## config.mk

```make
export PLATFORM = sky130hd
export DESIGN_NAME = coco_pic
export DESIGN_NICKNAME = d
export VERILOG_FILES = /design/src/rtl/coco_pic.sv
export SDC_FILE = /design/constraint.sdc
export NUM_CORES = 1
export LEC_CHECK = 0
export ABC_AREA = 1
export BUFFER_PORTS_ARGS = -buffer_cell sky130_fd_sc_hd__buf_2
export CORE_MARGIN = 5
export CORE_UTILIZATION = 47
export DETAILED_ROUTE_END_ITERATION = 8
export PLACE_DENSITY = 0.83
export SLEW_MARGIN = 20
export SYNTH_ARGS = -nofsm -noshare
export SYNTH_HDL_FRONTEND = slang
export SYNTH_SLANG_ARGS = --single-unit
```

## constraint.sdc

```tcl
create_clock -name clk_i -period 1.3 [get_ports clk_i]
set_input_delay 0.065 -clock clk_i [delete_from_list [all_inputs] [get_ports clk_i]]
set_output_delay 0.065 -clock clk_i [all_outputs]
set_load 0.05 [all_outputs]
```

## src/rtl/coco_pic.sv

```systemverilog
// coco_pic: fixed-priority interrupt controller with pending/mask/edge registers and an ack/EOI handshake to CP0.
// Optional macro PIC_SYNC2_EN turns the irq sample stage into a 2-flop synchronizer.

module coco_pic_lane (
    input  logic clk_i,
    input  logic rst_i,
    input  logic irq_i,
    input  logic edge_mode_i,
    input  logic w1c_i,
    input  logic eoi_clr_i,
    output logic pend_o
);
    logic irq_s_q;
    logic irq_d_q;
    logic pend_q, pend_d;
    logic rise;

`ifdef PIC_SYNC2_EN
    logic meta_q;

    always_ff @(posedge clk_i or posedge rst_i) begin
        if (rst_i) begin
            meta_q  <= 1'b0;
            irq_s_q <= 1'b0;
        end else begin
            meta_q  <= irq_i;
            irq_s_q <= meta_q;
        end
    end
`else
    always_ff @(posedge clk_i or posedge rst_i) begin
        if (rst_i) irq_s_q <= 1'b0;
        else       irq_s_q <= irq_i;
    end
`endif

    assign rise = irq_s_q & ~irq_d_q;

    // Clears (W1C, EOI) are applied before the set term, so a coincident edge wins.
    always_comb begin
        pend_d = irq_s_q;
        if (edge_mode_i) pend_d = (pend_q & ~w1c_i & ~eoi_clr_i) | rise;
    end

    always_ff @(posedge clk_i or posedge rst_i) begin
        if (rst_i) begin
            irq_d_q <= 1'b0;
            pend_q  <= 1'b0;
        end else begin
            irq_d_q <= irq_s_q;
            pend_q  <= pend_d;
        end
    end

    assign pend_o = pend_q;
endmodule

module coco_pic #(
    parameter int NUM_IRQ = 6,
    parameter int ID_W    = 4
) (
    input  logic               clk_i,
    input  logic               rst_i,
    input  logic [1:0]         add_i,
    input  logic               we_i,
    input  logic [31:0]        dat_i,
    output logic [31:0]        dat_o,
    input  logic [NUM_IRQ-1:0] irq_i,
    output logic               int_o,
    output logic [ID_W-1:0]    int_id_o,
    input  logic               ack_i,
    input  logic               eoi_i
);
    typedef enum logic [1:0] {
        ST_IDLE = 2'd0,
        ST_REQ  = 2'd1,
        ST_SVC  = 2'd2
    } state_t;

    state_t             state_q, state_d;
    logic               int_q, int_d;
    logic [ID_W-1:0]    id_q, id_d;
    logic [ID_W-1:0]    svc_q, svc_d;
    logic [NUM_IRQ-1:0] mask_q, edge_mode_q;
    logic               gen_q;
    logic [NUM_IRQ-1:0] pend, w1c, eoi_clr;
    logic [ID_W-1:0]    cand_id;
    logic               cand_any, cand_valid;
    logic               unused_dat;

    assign unused_dat = ^dat_i[31:NUM_IRQ];

    always_ff @(posedge clk_i or posedge rst_i) begin
        if (rst_i) begin
            mask_q      <= '0;
            edge_mode_q <= '0;
            gen_q       <= 1'b0;
        end else if (we_i) begin
            case (add_i)
                2'd1:    mask_q      <= dat_i[NUM_IRQ-1:0];
                2'd2:    gen_q       <= dat_i[0];
                2'd3:    edge_mode_q <= dat_i[NUM_IRQ-1:0];
                default: ;
            endcase
        end
    end

    assign w1c = (we_i && add_i == 2'd0) ? dat_i[NUM_IRQ-1:0] : '0;

    // EOI retires the in-service edge line; level lines simply follow their input.
    always_comb begin
        eoi_clr = '0;
        for (int i = 0; i < NUM_IRQ; i++)
            eoi_clr[i] = (state_q == ST_SVC) && eoi_i && edge_mode_q[i] && (svc_q == ID_W'(i));
    end

    for (genvar g = 0; g < NUM_IRQ; g++) begin : g_lane
        coco_pic_lane u_lane (
            .clk_i       (clk_i),
            .rst_i       (rst_i),
            .irq_i       (irq_i[g]),
            .edge_mode_i (edge_mode_q[g]),
            .w1c_i       (w1c[g]),
            .eoi_clr_i   (eoi_clr[g]),
            .pend_o      (pend[g])
        );
    end

    // Scan high to low so the lowest enabled index is the one left standing.
    always_comb begin
        cand_any = 1'b0;
        cand_id  = '0;
        for (int i = NUM_IRQ - 1; i >= 0; i--) begin
            if (pend[i] && mask_q[i]) begin
                cand_any = 1'b1;
                cand_id  = ID_W'(i);
            end
        end
    end

    assign cand_valid = cand_any & gen_q;

    always_comb begin
        state_d = state_q;
        int_d   = int_q;
        id_d    = id_q;
        svc_d   = svc_q;
        unique case (state_q)
            ST_IDLE: begin
                if (cand_valid) begin
                    state_d = ST_REQ;
                    int_d   = 1'b1;
                    id_d    = cand_id;
                end
            end
            ST_REQ: begin
                if (ack_i) begin
                    state_d = ST_SVC;
                    int_d   = 1'b0;
                    svc_d   = id_q;
                end else if (!cand_valid) begin
                    state_d = ST_IDLE;
                    int_d   = 1'b0;
                end else begin
                    id_d    = cand_id;
                end
            end
            ST_SVC: begin
                if (eoi_i) state_d = ST_IDLE;
            end
            default: state_d = ST_IDLE;
        endcase
    end

    always_ff @(posedge clk_i or posedge rst_i) begin
        if (rst_i) begin
            state_q <= ST_IDLE;
            int_q   <= 1'b0;
            id_q    <= '0;
            svc_q   <= '0;
        end else begin
            state_q <= state_d;
            int_q   <= int_d;
            id_q    <= id_d;
            svc_q   <= svc_d;
        end
    end

    assign int_o    = int_q;
    assign int_id_o = id_q;

    always_comb begin
        dat_o = '0;
        case (add_i)
            2'd0: dat_o[NUM_IRQ-1:0] = pend;
            2'd1: dat_o[NUM_IRQ-1:0] = mask_q;
            2'd2: begin
                dat_o[0]        = gen_q;
                dat_o[2:1]      = state_q;
                dat_o[8 +: ID_W] = svc_q;
            end
            default: dat_o[NUM_IRQ-1:0] = edge_mode_q;
        endcase
    end
endmodule

```

==> results of run 1 <==
logic make-up after synthesis:
kind of cell | synth area share, %
AO/OA/AOI/OAI | 6.89
buffers and inverters | 14.7
flip-flops | 49.7
other | 0.186
AND/OR/NAND/NOR | 28.6
power breakdown:
part | leakage, nW | total, mW | internal [mW] | switching [mW]
logic | 0.690 | 1.34 | 0.372 | 0.965
clock network | 0.0434 | 0.873 | 0.429 | 0.444
registers | 0.489 | 1.67 | 1.47 | 0.204
total | 1.22 | 3.88 | 2.27 | 1.61
state kept, by name (all words and copies together) (netlist names):
register and cells:
mask_q 6, state_q 2, g_lane.u_lane.irq_d_q 6, g_lane.u_lane.irq_s_q 6, svc_q 3, gen_q 1
edge_mode_q 6, int_o 1, int_id_o 3, g_lane.u_lane.pend_o 6
metrics by stage:
stage	hold slack, ps	util, %
3_5_place_dp	174	53.3
5_1_grt	38.4	59.0
2_1_floorplan	96.4	-
3_3_place_gp	173	53.3
4_1_cts	34.0	57.8
6_report	32.4	59.0
routing by layer:
metal	vias to the layer above	track usage, %
met1	721	21.0
met4	0	5.83
li1	804	-
met2	53	26.4
met5	-	0
met3	5	4.62
Yosys cell counts, drive strengths merged:
library cell and count:
nor3b 1, o21ai 19, o2111ai 2, dfrtp 40, nand2 80, o31ai 1, conb 1, nand3 20
inv 20, nand4 8, nor2 13, buf 28
final cells by class:
| cell class | instances | area, sq um |
|---|---|---|
| multi-input combinational | 168 | 843 |
| tap | 50 | 62.6 |
| sequential | 40 | 1000 |
| clock buffer | 6 | 82.6 |
| inverter | 20 | 77.6 |
| timing repair buffer | 50 | 329 |
| fill | 369 | 1670 |
| clock inverter | 2 | 15.0 |
critical path: cells and delay by family, from the launching register on:
| family | cells | cell delay, ps |
|---|---|---|
| DFF | 1 | 420 |
| AOI/OAI and AO/OA | 1 | 210 |
| buffers and inverters | 2 | 270 |
timing repair:
item,CTS,global route
setup endpoints to repair,3,8
hold buffers,8,0
pin swaps,0,4
hold endpoints to repair,47,0
gates resized for setup,3,10
gates cloned,0,0
setup buffers,0,2
worst paths after layout:
check	endpoint	slack [ps]	depth (start not counted)
worst max-delay path	dat_o[2]	40	3
worst min-delay path	mask_q[4]	30	3
worst max register to register	g_lane[3].u_lane.pend_o	60	6
worst min register to register	g_lane[5].u_lane.irq_d_q	380	0
max in group asynchronous	gen_q	520	4
min in group asynchronous	g_lane[4].u_lane.irq_s_q	410	4
==> out/qor.txt, run 1 <==
Status: finished, final reports clean
Library cells used by synthesis: 21
Final WS setup: 44.3 ps
Final Hold Fails: 0
Layout Cells excl Fill: 336
Power, Total: 3.88 mW
Met1 wire length: 1820 microns
Synth top area share: 49.7%
Die Y: 75.5 microns
GPL Wtd Cong: 0.886
1st-iter DRT viols: 99
Highest routed layer: met4
Total negative slack: 0 ps
Row count: 23
Hold Crit Class: primary input to flop
HP Start: dat_i[4]
CP Max Fanout: 5
Gr usage total: 16.3%
Worst-path clk slew: 80 ps
Pre-CTS setup slack: 49.0 ps
Syn avg cell area: 8.65 sq um
Synth warnings: 0
Clock Skew: 9.02 ps
Startpoint type of the worst setup path: flop
Period minus WS final: 1260 ps
Cell Area, Synth: 2020 sq um
Layout cells sized above 1: 26.6%
Starting Density: 49.3%
Clock Root Buffer: clkbuf_8
Met3 wire length: 317 microns
Peak Freq: 796 MHz
Worst path slowest cell: dfrtp_1
Largest net degree at the start of global routing: 41
Unrepaired setup endpoints after global routing: yes
DR pass1 iterations: 4
Die width: 75.5 microns
DR vias/cell: 4.71
Pwr Density: 1610 nW/um^2
Met2 Routed Length: 2020 microns
H-tree depth: 2
Max clock buf depth: 2
Critical R2R Launch: state_q[0]
Leak Pwr: 1.22 nW
CTS tree: built
Area contributors post-synth: dfrtp_1 50%, nand2_1 15%, buf_4 9.3%
Cell Area, Placed: 2180 sq um
Seq/Total Area, Yosys: 49.7%
Worst Setup End Kind: output pin
Synthesized instance count: 233
Post-DP HPWL: 3130 microns
GRT overflow: 0
Crit path cell chain: inv_4, o2111ai_4, buf_6
Nets: 330
Crit path from: state_q[1]
Fin crit share: 96.6%
Final Cell Area: 2410 sq um
Skew-Pair Late Insertion Delay: 300 ps
WP data required: 1240 ps
Cell taking the most area after synthesis: dfrtp_1
Vias in the first global route: 1535
Antenna violations before repair: 0
Commonest non-fill, non-tap cell in the layout: nand2_1
Ports: 82
CP arrival: 1190 ps
Biggest cell delay along the critical path: 420 ps
Final Max Slew Viols: 0
Final setup viols: 0
Crit Path Class: flop to output pin
Synth Register Bits: 40
Antenna cells: 0
# DRC: 0
CTS buffer count: 5
Commonest cells after routing, fill and taps aside: 75 x nand2_1, 39 x dfrtp_1, 28 x buf_2
Port Buf Inserts: 31
Total core area: 4090 sq um
Die Area: 5700 sq um
Total Wirelength: 4200 microns
Worst IR Drop VDD: 981 uV
Antenna viol nets, final: 0
First-pass GRT wire length: 6840 microns
Max-cap viol count: 0
Dpl cells: 318
Wire length per cell: 12.5 microns
Synth-to-layout area growth: 19.7%
Sink Count: 40
Via Count: 1583
Power figures use the tool's default switching activity.
==> run 2: changes to the inputs <==
==> constraint.sdc (replaced) <==
create_clock -name clk_i -period 1.3 [get_ports clk_i]
set_input_delay 0.26 -clock clk_i [delete_from_list [all_inputs] [get_ports clk_i]]
set_output_delay 0.26 -clock clk_i [all_outputs]
set_load 0.05 [all_outputs]
==> run 2 against run 1 <==
  * The run now ends with hold timing, setup timing left
  * Flip-flop and latch count unchanged
  * Register-to-register slack got worse by 30 ps
  * First-iteration DRC count decreased by 1.0%
  * Critical endpoint is now dat_o[1]
  * Via count increased by 7.9%
  * Clock-buffer cell count unchanged
  * Largest power group is now combinational cells
  * Combinational power increased by 39%
==> out/qor.txt, run 2 (synthesis results as in run 1) <==
Status: finished with violations
Failing checks: hold timing, setup timing
Clock share of power: 19.9% (-2.6 points)
Switching share of power: 40.8% (-0.72 points)
Max clock buf depth: 2 (unchanged)
H-tree depth: 2 (unchanged)
Synth-to-layout area growth: 35.5%
DR pass1 iterations: 4 (unchanged)
CTS buffer count: 5 (unchanged)
Row count: 23 (unchanged)
Antenna violations before repair: 0 (unchanged)
First-pass GRT wire length: 7180 microns (+5.0%)
Antenna viol nets, final: 0 (unchanged)
Total Wirelength: 4760 microns (+13%)
Pre-CTS setup slack: -134 ps (-183 ps)
Worst-path clk slew: 80 ps (about the same)
DR vias/cell: 4.80 (+1.8%)
Starting Density: 49.3% (unchanged)
Clock Root Buffer: clkbuf_8
Worst IR Drop VDD: 1040 uV (+5.5%)
Reg2reg end: int_o
Biggest cell delay along the critical path: 410 ps (about the same)
Wire length per cell: 13.4 microns (+6.8%)
Critical R2R Launch: mask_q[1]
Clock Skew: 5.20 ps (-3.82 ps)
Crit path cell chain: nand3_2, o2111ai_4, buf_6
Worst path slowest cell: dfrtp_1
Layout cells sized above 1: 40.8% (+14 points)
Post-CTS Hold Buffers: 0 (-8)
Antenna cells: 0 (unchanged)
Final Hold Fails: 5 (+5)
Leak Pwr: 1.39 nW (+14%)
Post-DP HPWL: 3220 microns (+3.0%)
Max-cap viol count: 0 (unchanged)
Final WS setup: -73.1 ps (-117 ps)
Worst Setup End Kind: output pin
Switching pwr: 1.77 mW (+10%)
Int Pwr: 2.57 mW (+13%)
Sink Count: 40 (unchanged)
CP arrival: 1110 ps (-80 ps)
Final setup viols: 3 (+3)
CP Max Fanout: 2 (-3)
Die Y: 75.5 microns (unchanged)
Via Count: 1708 (+7.9%)
Cell Area, Placed: 2240 sq um (+2.6%)
Vias in the first global route: 1586 (+3.3%)
WP data required: 1040 ps (-200 ps)
Gr usage total: 17.2% (+0.91 points)
Unrepaired setup endpoints after global routing: yes
Hold Crit Class: primary input to asynchronous set/reset pin
1st-iter DRT viols: 98 (-1.0%)
Crit Path Class: flop to output pin
Largest net degree at the start of global routing: 41 (unchanged)
Die Area: 5700 sq um (unchanged)
GRT overflow: 0 (unchanged)
# DRC: 0 (unchanged)
Ports: 82 (unchanged)
Worst Reg-to-Reg Cells: 9 (+3)
Reg power frac: 37.3% (-5.8 points)
Nets: 350 (+6.1%)
Startpoint type of the worst setup path: flop
Total negative slack: -191 ps (-191 ps)
Total core area: 4090 sq um (unchanged)
Skew-Pair Late Insertion Delay: 300 ps (about the same)
GPL Wtd Cong: 0.884 (-0.19%)
Reg2reg setup slack: 30 ps (-30 ps)
Commonest non-fill, non-tap cell in the layout: nand2_1
Port Buf Inserts: 31 (unchanged)
Die width: 75.5 microns (unchanged)
Layout Cells excl Fill: 356 (+6.0%)
Period minus WS final: 1370 ps (+117 ps)
Dpl cells: 322 (+1.3%)
Fin crit share: 106% (+9.0 points)
Min Hold Slack: -3.16 ps (-35.6 ps)
CTS tree: built
Comb pwr share: 42.7% (+8.3 points)
Power, Total: 4.35 mW (+12%)
Commonest cells after routing, fill and taps aside: 68 x nand2_1, 40 x dfrtp_1, 38 x buf_4
Peak Freq: 728 MHz (-8.6%)
Final Max Slew Viols: 0 (unchanged)
Final Cell Area: 2730 sq um (+13%)
Pwr Density: 1590 nW/um^2 (-1.1%)
## run 2: worst max path at each step
stage                                        from        end  slack, ps
after CTS                 g_lane[2].u_lane.pend_o   dat_o[2]        -70
after global placement                   add_i[0]   dat_o[1]        -90
final                              edge_mode_q[1]   dat_o[1]        -70
after floorplan                          add_i[1]  dat_o[10]       -190
after global routing                    mask_q[0]   dat_o[0]       -130
after detailed placement                 add_i[0]   dat_o[2]       -130
## run 2: routing by layer
| metal | GRT usage [%] | vias to the layer above | routed length, microns |
|---|---|---|---|
| li1 | - | 838 | - |
| met1 | 22.8 | 810 | 2020 |
| met2 | 26.6 | 52 | 2320 |
| met3 | 5.41 | 8 | 327 |
| met4 | 6.41 | 0 | 90 |
| met5 | 0 | - | 0 |
## run 2: area by class of cell
class                           count  area [sq um]
Fill cell                         333          1360
Sequential cell                    40          1000
Multi-Input combinational cell    168           956
Timing Repair Buffer               70           537
Clock buffer                        6          82.6
Inverter                           20          77.6
Tap cell                           50          62.6
Clock inverter                      2          15.0
## run 2: critical path, delay by kind of cell, from the launching register on
family / cells / cell delay, ps
AO/OA/AOI/OAI: 1 / 140
buffers and inverters: 1 / 180
AND/OR/NAND/NOR: 1 / 90
flip-flops: 1 / 410
## run 2: power groups by stage
stage / clock [mW] / combinational (mW) / sequential (mW)
final: 0.866 / 1.86 / 1.62
after global routing: 0.946 / 2.01 / 1.65
after CTS: 0.885 / 1.60 / 1.60
after detailed placement: 0 / 1.31 / 1.68
after global placement: 0 / 1.27 / 1.67
after floorplan: 0 / 0.868 / 1.84
## run 2: stage by stage
step           hold WS, ps  utilization, %
2_1_floorplan          291               -
3_3_place_gp           323            54.7
3_5_place_dp           328            54.7
4_1_cts               3.37            61.8
5_1_grt               30.8            66.8
6_report             -3.16            66.8
## run 2: what timing repair did
action | 4_1_cts | 5_1_grt
setup buffers | 19 | 7
pin swaps | 8 | 22
endpoints found under the setup margin | 9 | 18
gates resized for setup | 17 | 42
